File: src/rtl/aes256_cop_controller.sv
// CPU-facing sequencer for the AES-256 CTR co-processor: register bus, key/nonce
// loading, block streaming gated by the datapath FIFO flags, drain wait and done IRQ.
module aes256_cop_controller #(
  parameter int AES_LATENCY = 14,
  parameter int CNT_W       = 16
) (
  input  logic         clock,
  input  logic         reset,
  input  logic [3:0]   bus_addr,
  input  logic [31:0]  bus_wdata,
  input  logic         bus_we,
  input  logic         bus_re,
  output logic [31:0]  bus_rdata,
  output logic         bus_rvalid,
  output logic         irq,
  output logic [255:0] key_dataout,
  output logic         setkey_ctrout,
  output logic [127:0] nonce_dataout,
  output logic         setnonce_ctrout,
  output logic         run_ctrout,
  output logic [31:0]  user_dataout,
  output logic         wren_ctrout,
  input  logic [31:0]  user_datain,
  output logic         rden_ctrout,
  input  logic         inwordfifofull_ctrin,
  input  logic         outwordfifoempty_ctrin,
  input  logic         inblockfifoempty_ctrin,
  input  logic         outblockfifofull_ctrin
);

  localparam int DRAIN_W = $clog2(AES_LATENCY + 1);

  localparam logic [3:0] ADDR_CTRL    = 4'd12;
  localparam logic [3:0] ADDR_NBLOCKS = 4'd13;
  localparam logic [3:0] ADDR_DATA    = 4'd14;
  localparam logic [3:0] ADDR_STATUS  = 4'd15;

  typedef enum logic [2:0] {
    IDLE,
    LOADKEY,
    LOADNONCE,
    RUN,
    DRAIN,
    DONE
  } state_t;

  state_t             state_q, state_d;
  logic [255:0]       key_q, key_d;
  logic [127:0]       nonce_q, nonce_d;
  logic [CNT_W-1:0]   nblocks_q, nblocks_d;
  logic [CNT_W-1:0]   remaining_q, remaining_d;
  logic [DRAIN_W-1:0] drain_cnt_q, drain_cnt_d;
  logic               overflow_q, overflow_d;
  logic               underflow_q, underflow_d;
  logic               cfg_err_q, cfg_err_d;
  logic               rvalid_q, rvalid_d;
  logic [31:0]        rdata_q, rdata_d;
  logic               rd_pop_q, rd_pop_d;
  logic               status_clr_q, status_clr_d;
  logic               irq_q, irq_d;
  logic               setkey_q, setkey_d;
  logic               setnonce_q, setnonce_d;

  logic        busy;
  logic        done;
  logic        wr_data;
  logic        rd_data;
  logic        run;
  logic [31:0] status_word;

  assign busy = (state_q == LOADKEY) || (state_q == LOADNONCE) ||
                (state_q == RUN)     || (state_q == DRAIN);
  assign done = (state_q == DONE);

  assign status_word = {20'b0,
                        outblockfifofull_ctrin, inblockfifoempty_ctrin,
                        outwordfifoempty_ctrin, inwordfifofull_ctrin,
                        3'b0, cfg_err_q, underflow_q, overflow_q, done, busy};

  // DATA accesses talk to the word FIFOs in the same cycle as the bus strobe.
  assign wr_data = bus_we && (bus_addr == ADDR_DATA);
  assign rd_data = bus_re && (bus_addr == ADDR_DATA);

  assign run = (state_q == RUN) && (remaining_q != '0) &&
               !inblockfifoempty_ctrin && !outblockfifofull_ctrin;

  always_comb begin
    // NOTE: every _d takes its hold value first so no path through this block infers a latch.
    state_d      = state_q;
    key_d        = key_q;
    nonce_d      = nonce_q;
    nblocks_d    = nblocks_q;
    remaining_d  = remaining_q;
    drain_cnt_d  = drain_cnt_q;
    overflow_d   = overflow_q;
    underflow_d  = underflow_q;
    cfg_err_d    = cfg_err_q;
    rvalid_d     = bus_re;
    rdata_d      = '0;
    rd_pop_d     = 1'b0;
    status_clr_d = 1'b0;

    if (bus_re) begin
      unique case (bus_addr)
        ADDR_NBLOCKS: rdata_d = 32'(nblocks_q);
        ADDR_STATUS: begin
          rdata_d      = status_word;
          status_clr_d = 1'b1;
        end
        ADDR_DATA: rd_pop_d = !outwordfifoempty_ctrin;
        default: rdata_d = '0;
      endcase
    end

    // Clear-on-read lands after the response; fresh error events still win.
    if (status_clr_q) begin
      overflow_d  = 1'b0;
      underflow_d = 1'b0;
      cfg_err_d   = 1'b0;
    end
    if (wr_data && inwordfifofull_ctrin) overflow_d = 1'b1;
    if (rd_data && outwordfifoempty_ctrin) underflow_d = 1'b1;

    unique case (state_q)
      LOADKEY:   state_d = LOADNONCE;
      LOADNONCE: state_d = RUN;
      RUN: begin
        remaining_d = remaining_q - CNT_W'(run);
        if (remaining_d == '0) begin
          state_d     = DRAIN;
          drain_cnt_d = DRAIN_W'(AES_LATENCY - 1);
        end
      end
      DRAIN: begin
        if (drain_cnt_q == '0) state_d = DONE;
        else drain_cnt_d = drain_cnt_q - 1'b1;
      end
      default: ;
    endcase

    // Configuration and control writes come last so abort overrides the sequencer.
    if (bus_we) begin
      if (!bus_addr[3]) begin
        if (busy) cfg_err_d = 1'b1;
        else key_d[{bus_addr[2:0], 5'b0} +: 32] = bus_wdata;
      end else if (bus_addr[3:2] == 2'b10) begin
        if (busy) cfg_err_d = 1'b1;
        else nonce_d[{bus_addr[1:0], 5'b0} +: 32] = bus_wdata;
      end else if (bus_addr == ADDR_NBLOCKS) begin
        if (busy) cfg_err_d = 1'b1;
        else nblocks_d = bus_wdata[CNT_W-1:0];
      end else if (bus_addr == ADDR_CTRL) begin
        if (bus_wdata[1]) begin
          state_d     = IDLE;
          remaining_d = '0;
        end else if (bus_wdata[0]) begin
          if (busy) begin
            cfg_err_d = 1'b1;
          end else begin
            state_d     = LOADKEY;
            remaining_d = nblocks_q;
          end
        end
      end
    end

    irq_d      = (state_d == DONE) && (state_q != DONE);
    setkey_d   = (state_d == LOADKEY);
    setnonce_d = (state_d == LOADNONCE);
  end

  // NOTE: key and nonce are ordinary flops that must read zero out of reset; a true RAM array would not get a reset.
  always_ff @(posedge clock or posedge reset) begin
    if (reset) begin
      state_q      <= IDLE;
      key_q        <= '0;
      nonce_q      <= '0;
      nblocks_q    <= '0;
      remaining_q  <= '0;
      drain_cnt_q  <= '0;
      overflow_q   <= 1'b0;
      underflow_q  <= 1'b0;
      cfg_err_q    <= 1'b0;
      rvalid_q     <= 1'b0;
      rdata_q      <= '0;
      rd_pop_q     <= 1'b0;
      status_clr_q <= 1'b0;
      irq_q        <= 1'b0;
      setkey_q     <= 1'b0;
      setnonce_q   <= 1'b0;
    end else begin
      // NOTE: non-blocking here so every flop samples the pre-edge _d values together.
      state_q      <= state_d;
      key_q        <= key_d;
      nonce_q      <= nonce_d;
      nblocks_q    <= nblocks_d;
      remaining_q  <= remaining_d;
      drain_cnt_q  <= drain_cnt_d;
      overflow_q   <= overflow_d;
      underflow_q  <= underflow_d;
      cfg_err_q    <= cfg_err_d;
      rvalid_q     <= rvalid_d;
      rdata_q      <= rdata_d;
      rd_pop_q     <= rd_pop_d;
      status_clr_q <= status_clr_d;
      irq_q        <= irq_d;
      setkey_q     <= setkey_d;
      setnonce_q   <= setnonce_d;
    end
  end

  assign bus_rvalid      = rvalid_q;
  // A popped word is presented by the FIFO one cycle after rden, i.e. in the rvalid cycle.
  assign bus_rdata       = rd_pop_q ? user_datain : rdata_q;
  assign irq             = irq_q;
  assign key_dataout     = key_q;
  assign nonce_dataout   = nonce_q;
  assign setkey_ctrout   = setkey_q;
  assign setnonce_ctrout = setnonce_q;
  assign run_ctrout      = run;
  assign wren_ctrout     = wr_data && !inwordfifofull_ctrin;
  assign user_dataout    = (wr_data && !inwordfifofull_ctrin) ? bus_wdata : '0;
  assign rden_ctrout     = rd_data && !outwordfifoempty_ctrin;

endmodule

File: config.mk
export PLATFORM = sky130hd
export DESIGN_NAME = aes256_cop_controller
export DESIGN_NICKNAME = d
export VERILOG_FILES = /design/src/rtl/aes256_cop_controller.sv
export SDC_FILE = /design/constraint.sdc
export NUM_CORES = 1
export LEC_CHECK = 0
export ABC_AREA = 1
export CAP_MARGIN = 40
export CORE_MARGIN = 2
export CORE_UTILIZATION = 38
export CTS_BUF_LIST = sky130_fd_sc_hd__clkbuf_8
export CTS_CLUSTER_SIZE = 40
export DETAILED_ROUTE_END_ITERATION = 10
export GPL_TIMING_DRIVEN = 0
export PLACE_DENSITY_LB_ADDON = 0.15
export SLEW_MARGIN = 20
export SYNTH_ARGS = -nofsm -noshare
export SYNTH_HDL_FRONTEND = slang
export SYNTH_SLANG_ARGS = --single-unit
File: constraint.sdc
create_clock -name clock -period 44.2 [get_ports clock]
set_input_delay 11.05 -clock clock [delete_from_list [all_inputs] [get_ports clock]]
set_output_delay 11.05 -clock clock [all_outputs]
set_load 0.05 [all_outputs]
==> run metrics, run 1 <==
CORE AREA=a little under 0.05 mm^2; vias post-DR=18,200; Clock Latency Late Sink=a little under 700 ps; Synth area leaders=dfrtp_1, nand2_1, o21ai_0, nor2_1, inv_1; DIE AREA=0.0517 mm^2; sw power=764 uW; initial antenna violation count=4; sw frac=0.442; worst r2r dst=irq; ys flop type=dfrtp_1; H-tree level count=3; post-layout instance count excluding filler cells=around 3,500; EDFF count, synth=0; top-area cell type share of the netlist area=0.591; mapped cell area=between 0.015 and 0.02 mm^2; Die H=about 230 um; max cap viols=0; CTS Buf Count=79; Clock Path Buffers=3; Leak=between 0.01 and 0.015 uW; fmax=38.3 MHz; Logic pwr share=0.420; crit path max-delay cell type=clkdlybuf4s50_1; initial drt markers=1,357; crit end category=output pin; DR WL/cell=about 23 um; Final setup viols=0; PwrDens=around 64 mW/mm^2; R2R cell count=19; clk_skew=around 25 ps; first-pass GRT wire length=approximately 120,000 um; post-route ant nets=0; cts hold-fix bufs=0; Nets=2,903; Reg2Reg Launch Point=state_q[0]; share of cells above drive strength 1=0.0740; Synth Instances=between 2,000 and 2,500; Seq pwr share=0.340; setup repair after global routing missed its margin=no; DRC viols=0; worst-path maximum fanout=10; post-cts sizing count=0; vias per inst=a little over 5; Total GRT Usage=0.310; Worst EP required=approximately 33,000 ps; vias in the first global route=17,900; CTS tree=yes; CTS Sinks=448; flops & latches, synth=between 400 and 500; CTS root buffer=clkbuf_8; # port buffers=530; Max Slew Vio Count=0; Crit Path Category=in -> out; Hold/Removal Path Class=reg -> reg; Reg clk slew, reported paths=about 60 ps; FILL cells=~4,600; Synth async-reset ratio=1.00; critical path's largest stage delay=900 ps; sum of buffers and inverters on the critical path=7; Post-Route WL=a little over 80,000 um; # IOs=approximately 530; Slew HR=0.413; Initial Utilization=0.386; top cell family by delay on the critical path=buffers and inverters; Pwr Total=approximately 1700 uW; RePlAce Congestion=between 0.9 and 1; post-synth net total=approximately 2,300; maximum VDD drop=about 0.037 mV; Hold Path End=key_dataout[239]; Setup Buffers After CTS=0; hold depth=2; Slew @ Worst Pin=880 ps; DP HPWL=60,100 um; outcome=finished, final reports clean; clock power share=0.240; TNS Setup=0 ps; element type at the critical path start=primary input; r2r setup slk=~40,000 ps; Ys Warns=0; Rows=81; post-synth cell types=38; DR pass1 iterations=5; period utilization=0.590; largest net degree at the start of global routing=about 110; worst-path cell chain=clkdlybuf4s50_1 -> buf_1 -> inv_1 -> ha_1 -> clkinv_1 -> nor3_1 -> inv_1 -> clkbuf_1 -> nor2_1 -> clkdlybuf4s50_1; Die W=227 um; Crit. Startpoint=bus_addr[0]; fin crit period=roughly 26,000 ps; synth cell count leaders=nand2_1, dfrtp_1, o21ai_0; critical path data arrival time=about 15,000 ps; DP Cell Count=~3,400; final hold violations=0; HP Start=key_dataout[239]; internal power=around 960 uW; gr ovfl total=0; most frequent cell after synthesis=nand2_1; area growth from synthesis to layout=42.3%; Synth Area per Inst=roughly 8.6 um^2; Yosys top cell by area=dfrtp_1; register area share after synthesis=0.591
==> sequential cells by signal, summed over array words and instances, names as in the netlist, 3 cells and up <==
| signal | count |
|---|---|
| nonce_dataout | 128 |
| remaining_q | 16 |
| rdata_q | 16 |
| nblocks_q | 16 |
| drain_cnt_q | 4 |
| state_q | 3 |
| key_dataout | 256 |
==> power by group through the flow <==
stage,clock (uW),combinational (uW),sequential [uW]
after floorplan,0,150,884
after global placement,0,716,589
after detailed placement,0,724,590
after CTS,421,726,585
after global routing,439,766,597
final,415,725,587
==> cell usage in the layout (no fill, tap or decap), types with 16 or more instances in the layout <==
master,instances
buf_2,32
o21ai_0,283
clkbuf_1,75
mux2_2,16
dfrtp_1,448
clkdlybuf4s50_1,530
nand3_1,70
clkbuf_8,105
a21oi_1,111
nand2_1,623
nor2_1,248
inv_1,204
==> area by class of cell <==
cell class | instances | area, um^2 | share of cell area
Clock buffer | 105 | 1450 | 0.0536
Inverter | 193 | 732 | 0.0271
Sequential cell | 448 | 11200 | 0.416
Timing Repair Buffer | 536 | 5460 | 0.202
Multi-Input combinational cell | 1440 | 6500 | 0.241
Clock inverter | 38 | 265 | 0.00983
Buffer | 119 | 517 | 0.0192
Tap cell | 664 | 831 | 0.0308
Antenna cell | 3 | 7.51 | 0.000278
==> metrics by stage <==
stage | worst slack [ps] | area (um^2) | hold WS (ps) | util
6_report | 18120 | 27000 | 470 | 0.550
5_1_grt | 17900 | 27000 | 494 | 0.550
4_1_cts | 18170 | 27000 | 480 | 0.550
3_5_place_dp | 18180 | 25300 | 460 | 0.515
3_3_place_gp | 15390 | 25100 | 459 | 0.512
2_1_floorplan | 18990 | 19000 | 436 | -
==> cells by family (layout without fill, tap and decap cells) <==
logic type | count (synthesis) | after routing | synth area share
and+or+nand+nor | 981 | 981 | 0.209
adders and majority gates | 10 | 10 | 0.00660
buffers and inverters | 312 | 991 | 0.0655
other | 0 | 3 | 0
muxes | 16 | 16 | 0.00950
xor gates and xnor gates | 5 | 5 | 0.00231
AOI/OAI and AO/OA | 428 | 428 | 0.116
DFF | 448 | 448 | 0.591
==> worst max path at each step <==
stage | end | slack (ps) | cells after the start
3_5_place_dp | user_dataout[30] | 18180 | 10
3_3_place_gp | key_dataout[210] | 15390 | 2
6_report | user_dataout[30] | 18120 | 10
5_1_grt | user_dataout[30] | 17900 | 10
4_1_cts | user_dataout[30] | 18170 | 10
2_1_floorplan | user_dataout[10] | 18990 | 8
==> layer usage <==
metal,vias to the layer above,global-route usage,share of wire
met4,0,0.100,0.027
met3,118,0.0996,0.10
met5,-,0,0
met1,9045,0.397,0.40
li1,8242,-,-
met2,792,0.500,0.47
==> tightest hold or removal path: stages (launching register included) <==
cell and delay (ps):
dfrtp_1 340, nand2_1 50, nand2_1 50
Power figures use the tool's default switching activity.
==> run 2: changes to the inputs <==
==> constraint.sdc (replaced) <==
create_clock -name clock -period 25.6 [get_ports clock]
set_input_delay 6.4 -clock clock [delete_from_list [all_inputs] [get_ports clock]]
set_output_delay 6.4 -clock clock [all_outputs]
set_load 0.05 [all_outputs]
==> results of run 2 <==
Same layout as run 1 (identical final DEF). Status: finished, final reports clean.
Among the figures that moved: setup slack after placement 18180 ps -> 8880 ps; setup slack after layout 18120 ps -> 8820 ps; register-to-register setup slack 39870 ps -> 21270 ps; total power 1730 uW -> 2980 uW; worst IR drop on VDD 0.0374 mV -> 0.0646 mV
==> run 3: changes to the inputs <==
==> constraint.sdc (replaced) <==
create_clock -name clock -period 15.8 [get_ports clock]
set_input_delay 3.95 -clock clock [delete_from_list [all_inputs] [get_ports clock]]
set_output_delay 3.95 -clock clock [all_outputs]
set_load 0.05 [all_outputs]
==> run metrics, run 3 (synthesized netlist as in run 1, its figures left out) <==
Reg2Reg Launch Point=state_q[0] (unchanged); Clock Path Buffers=3 (unchanged); most frequent cells in the layout=nand2_1, clkdlybuf4s50_1, dfrtp_1, o21ai_0, nor2_1 (unchanged); initial drt markers=1,629 (was 1,357); PwrDens=176 mW/mm^2 (was 111 mW/mm^2); largest net degree at the start of global routing=36 (was 106); vias in the first global route=17,600 (was 17,900); top cell family by delay on the critical path=buffers and inverters (unchanged); Total GRT Usage=0.308 (was 0.310); setup repair after global routing missed its margin=no (unchanged); hold depth=2 (unchanged); DRC viols=0 (unchanged); post-route ant nets=0 (unchanged); Max Slew Vio Count=0 (unchanged); post-cts sizing count=0 (unchanged); Hold Path End=key_dataout[114] (was key_dataout[239]); Setup Buffers After CTS=0 (unchanged); fin crit period=~12,000 ps; worst-path maximum fanout=10 (unchanged); Nets=2,911 (was 2,903); Clock Latency Late Sink=670 ps (was 690 ps); element type at the critical path start=primary input (unchanged); CTS Sinks=448 (unchanged); Pwr Total=4760 uW (was 2980 uW); Largest register FFs=256 (unchanged); gr ovfl total=0 (unchanged); share of cells above drive strength 1=0.0739 (was 0.0740); period utilization=0.743; Hold/Removal Path Class=reg -> reg (unchanged); Die H=227 um (unchanged); RePlAce Congestion=0.876 (was 0.909); crit path max-delay cell type=clkdlybuf4s50_1 (unchanged); DR pass1 iterations=5 (unchanged); H-tree level count=3 (unchanged); TNS Setup=0 ps (unchanged); initial antenna violation count=6 (was 4); critical path's largest stage delay=870 ps (was 900 ps); area growth from synthesis to layout=42.5% (was 42.3%); Die W=227 um (unchanged); DP Cell Count=3,409 (was 3,400); Final setup viols=0 (unchanged); DR WL/cell=22.7 um (was 22.8 um); Slew HR=0.445 (was 0.413); maximum VDD drop=0.0922 mV (was 0.0646 mV); Worst EP required=11,850 ps (was 19,200 ps); vias per inst=5.10 (was 5.13); max cap viols=0 (unchanged); Slew @ Worst Pin=832 ps (was 880 ps); Crit Path Category=in -> out (unchanged); R2R cell count=19 (unchanged); worst-path cell chain=clkdlybuf4s50_1 -> buf_1 -> inv_1 -> ha_1 -> clkinv_1 -> nor3_1 -> inv_1 -> clkbuf_1 -> nor2_1 -> clkdlybuf4s50_1 (unchanged); post-layout instance count excluding filler cells=3,552 (was 3,546); critical path data arrival time=7800 ps (was 10,380 ps); Finished Core Util=0.551 (was 0.550); Reg clk slew, reported paths=60 ps (about the same); # port buffers=530 (unchanged); # IOs=531 (unchanged); sum of buffers and inverters on the critical path=7 (unchanged); CTS tree=yes (unchanged); Post-Route WL=80,700 um (about the same); final hold violations=0 (unchanged); r2r setup slk=11,360 ps (was 21,270 ps); crit end category=output pin (unchanged); DIE AREA=0.0517 mm^2 (unchanged); outcome=finished, final reports clean (unchanged); commonest non-fill, non-tap cell in the layout=nand2_1 (unchanged); first-pass GRT wire length=115,000 um (was 117,000 um); CTS root buffer=clkbuf_8 (unchanged); vias post-DR=18,100 (was 18,200); CORE AREA=0.0491 mm^2 (unchanged); CTS Buf Count=78 (was 79); Leak=0.0127 uW (about the same); DP HPWL=60,700 um (was 60,100 um); clk_skew=24.2 ps (was 24.8 ps); HP Start=key_dataout[114] (was key_dataout[239]); cts hold-fix bufs=0 (unchanged); Initial Utilization=0.386 (unchanged); worst r2r dst=setkey_ctrout (was irq); Rows=81 (unchanged); fmax=between 80 and 90 MHz
run 3: power by group:
part	total, uW	internal, uW	switching [uW]
sequential	1640	1440	199
combinational	2040	612	1420
clock	1090	590	497
run 3: metrics by stage:
stage | setup slack (ps) | cell area [um^2] | hold WS [ps]
global placement | 2830 | 25100 | 460
CTS | 4130 | 27000 | 473
detailed placement | 4120 | 25400 | 462
floorplan | 4790 | 19000 | 436
global route | 3900 | 27000 | 485
finish | 4050 | 27000 | 477
run 3: final cells by class:
type	instances	area, um^2
Antenna cell	6	15.0
Clock buffer	101	1390
Buffer	119	517
Multi-Input combinational cell	1440	6500
Tap cell	664	831
Clock inverter	36	203
Timing Repair Buffer	545	5610
Fill cell	4640	22000
Inverter	193	728
Sequential cell	448	11200
run 3: how the worst max path moves through the flow:
stage	startpoint	end	slack (ps)	depth (start not counted)
final	bus_addr[0]	user_dataout[14]	4050	10
after floorplan	bus_addr[0]	user_dataout[10]	4790	8
after CTS	bus_addr[0]	user_dataout[14]	4130	10
after global routing	bus_addr[0]	user_dataout[14]	3900	10
after detailed placement	bus_addr[0]	user_dataout[14]	4120	10
after global placement	reset	key_dataout[242]	2830	2
run 3: worst reg2reg max path, cell delays in order (launching register included):
cell      delay, ps
dfrtp_1         430
nand2_1         130
nor2_2          340
clkbuf_1        410
o21ai_0         260
nor3_1          620
ha_1            310
ha_1            230
nand2_1         140
nor2_2          180
nand2_1          80
nand2_1          60
nand2_1          70
nor2_1          170
nand2_1          90
nor2_2          150
nand3_1         140
nand3_1         160
nand3_1         120
nor2_1          250
run 3: routing by layer:
| metal | track usage | vias up | wire length, um |
|---|---|---|---|
| met5 | 0 | - | 30 |
| met4 | 0.121 | 4 | 3130 |
| met3 | 0.106 | 156 | 8610 |
| met2 | 0.478 | 867 | 36700 |
| met1 | 0.396 | 8855 | 32200 |
| li1 | - | 8247 | - |
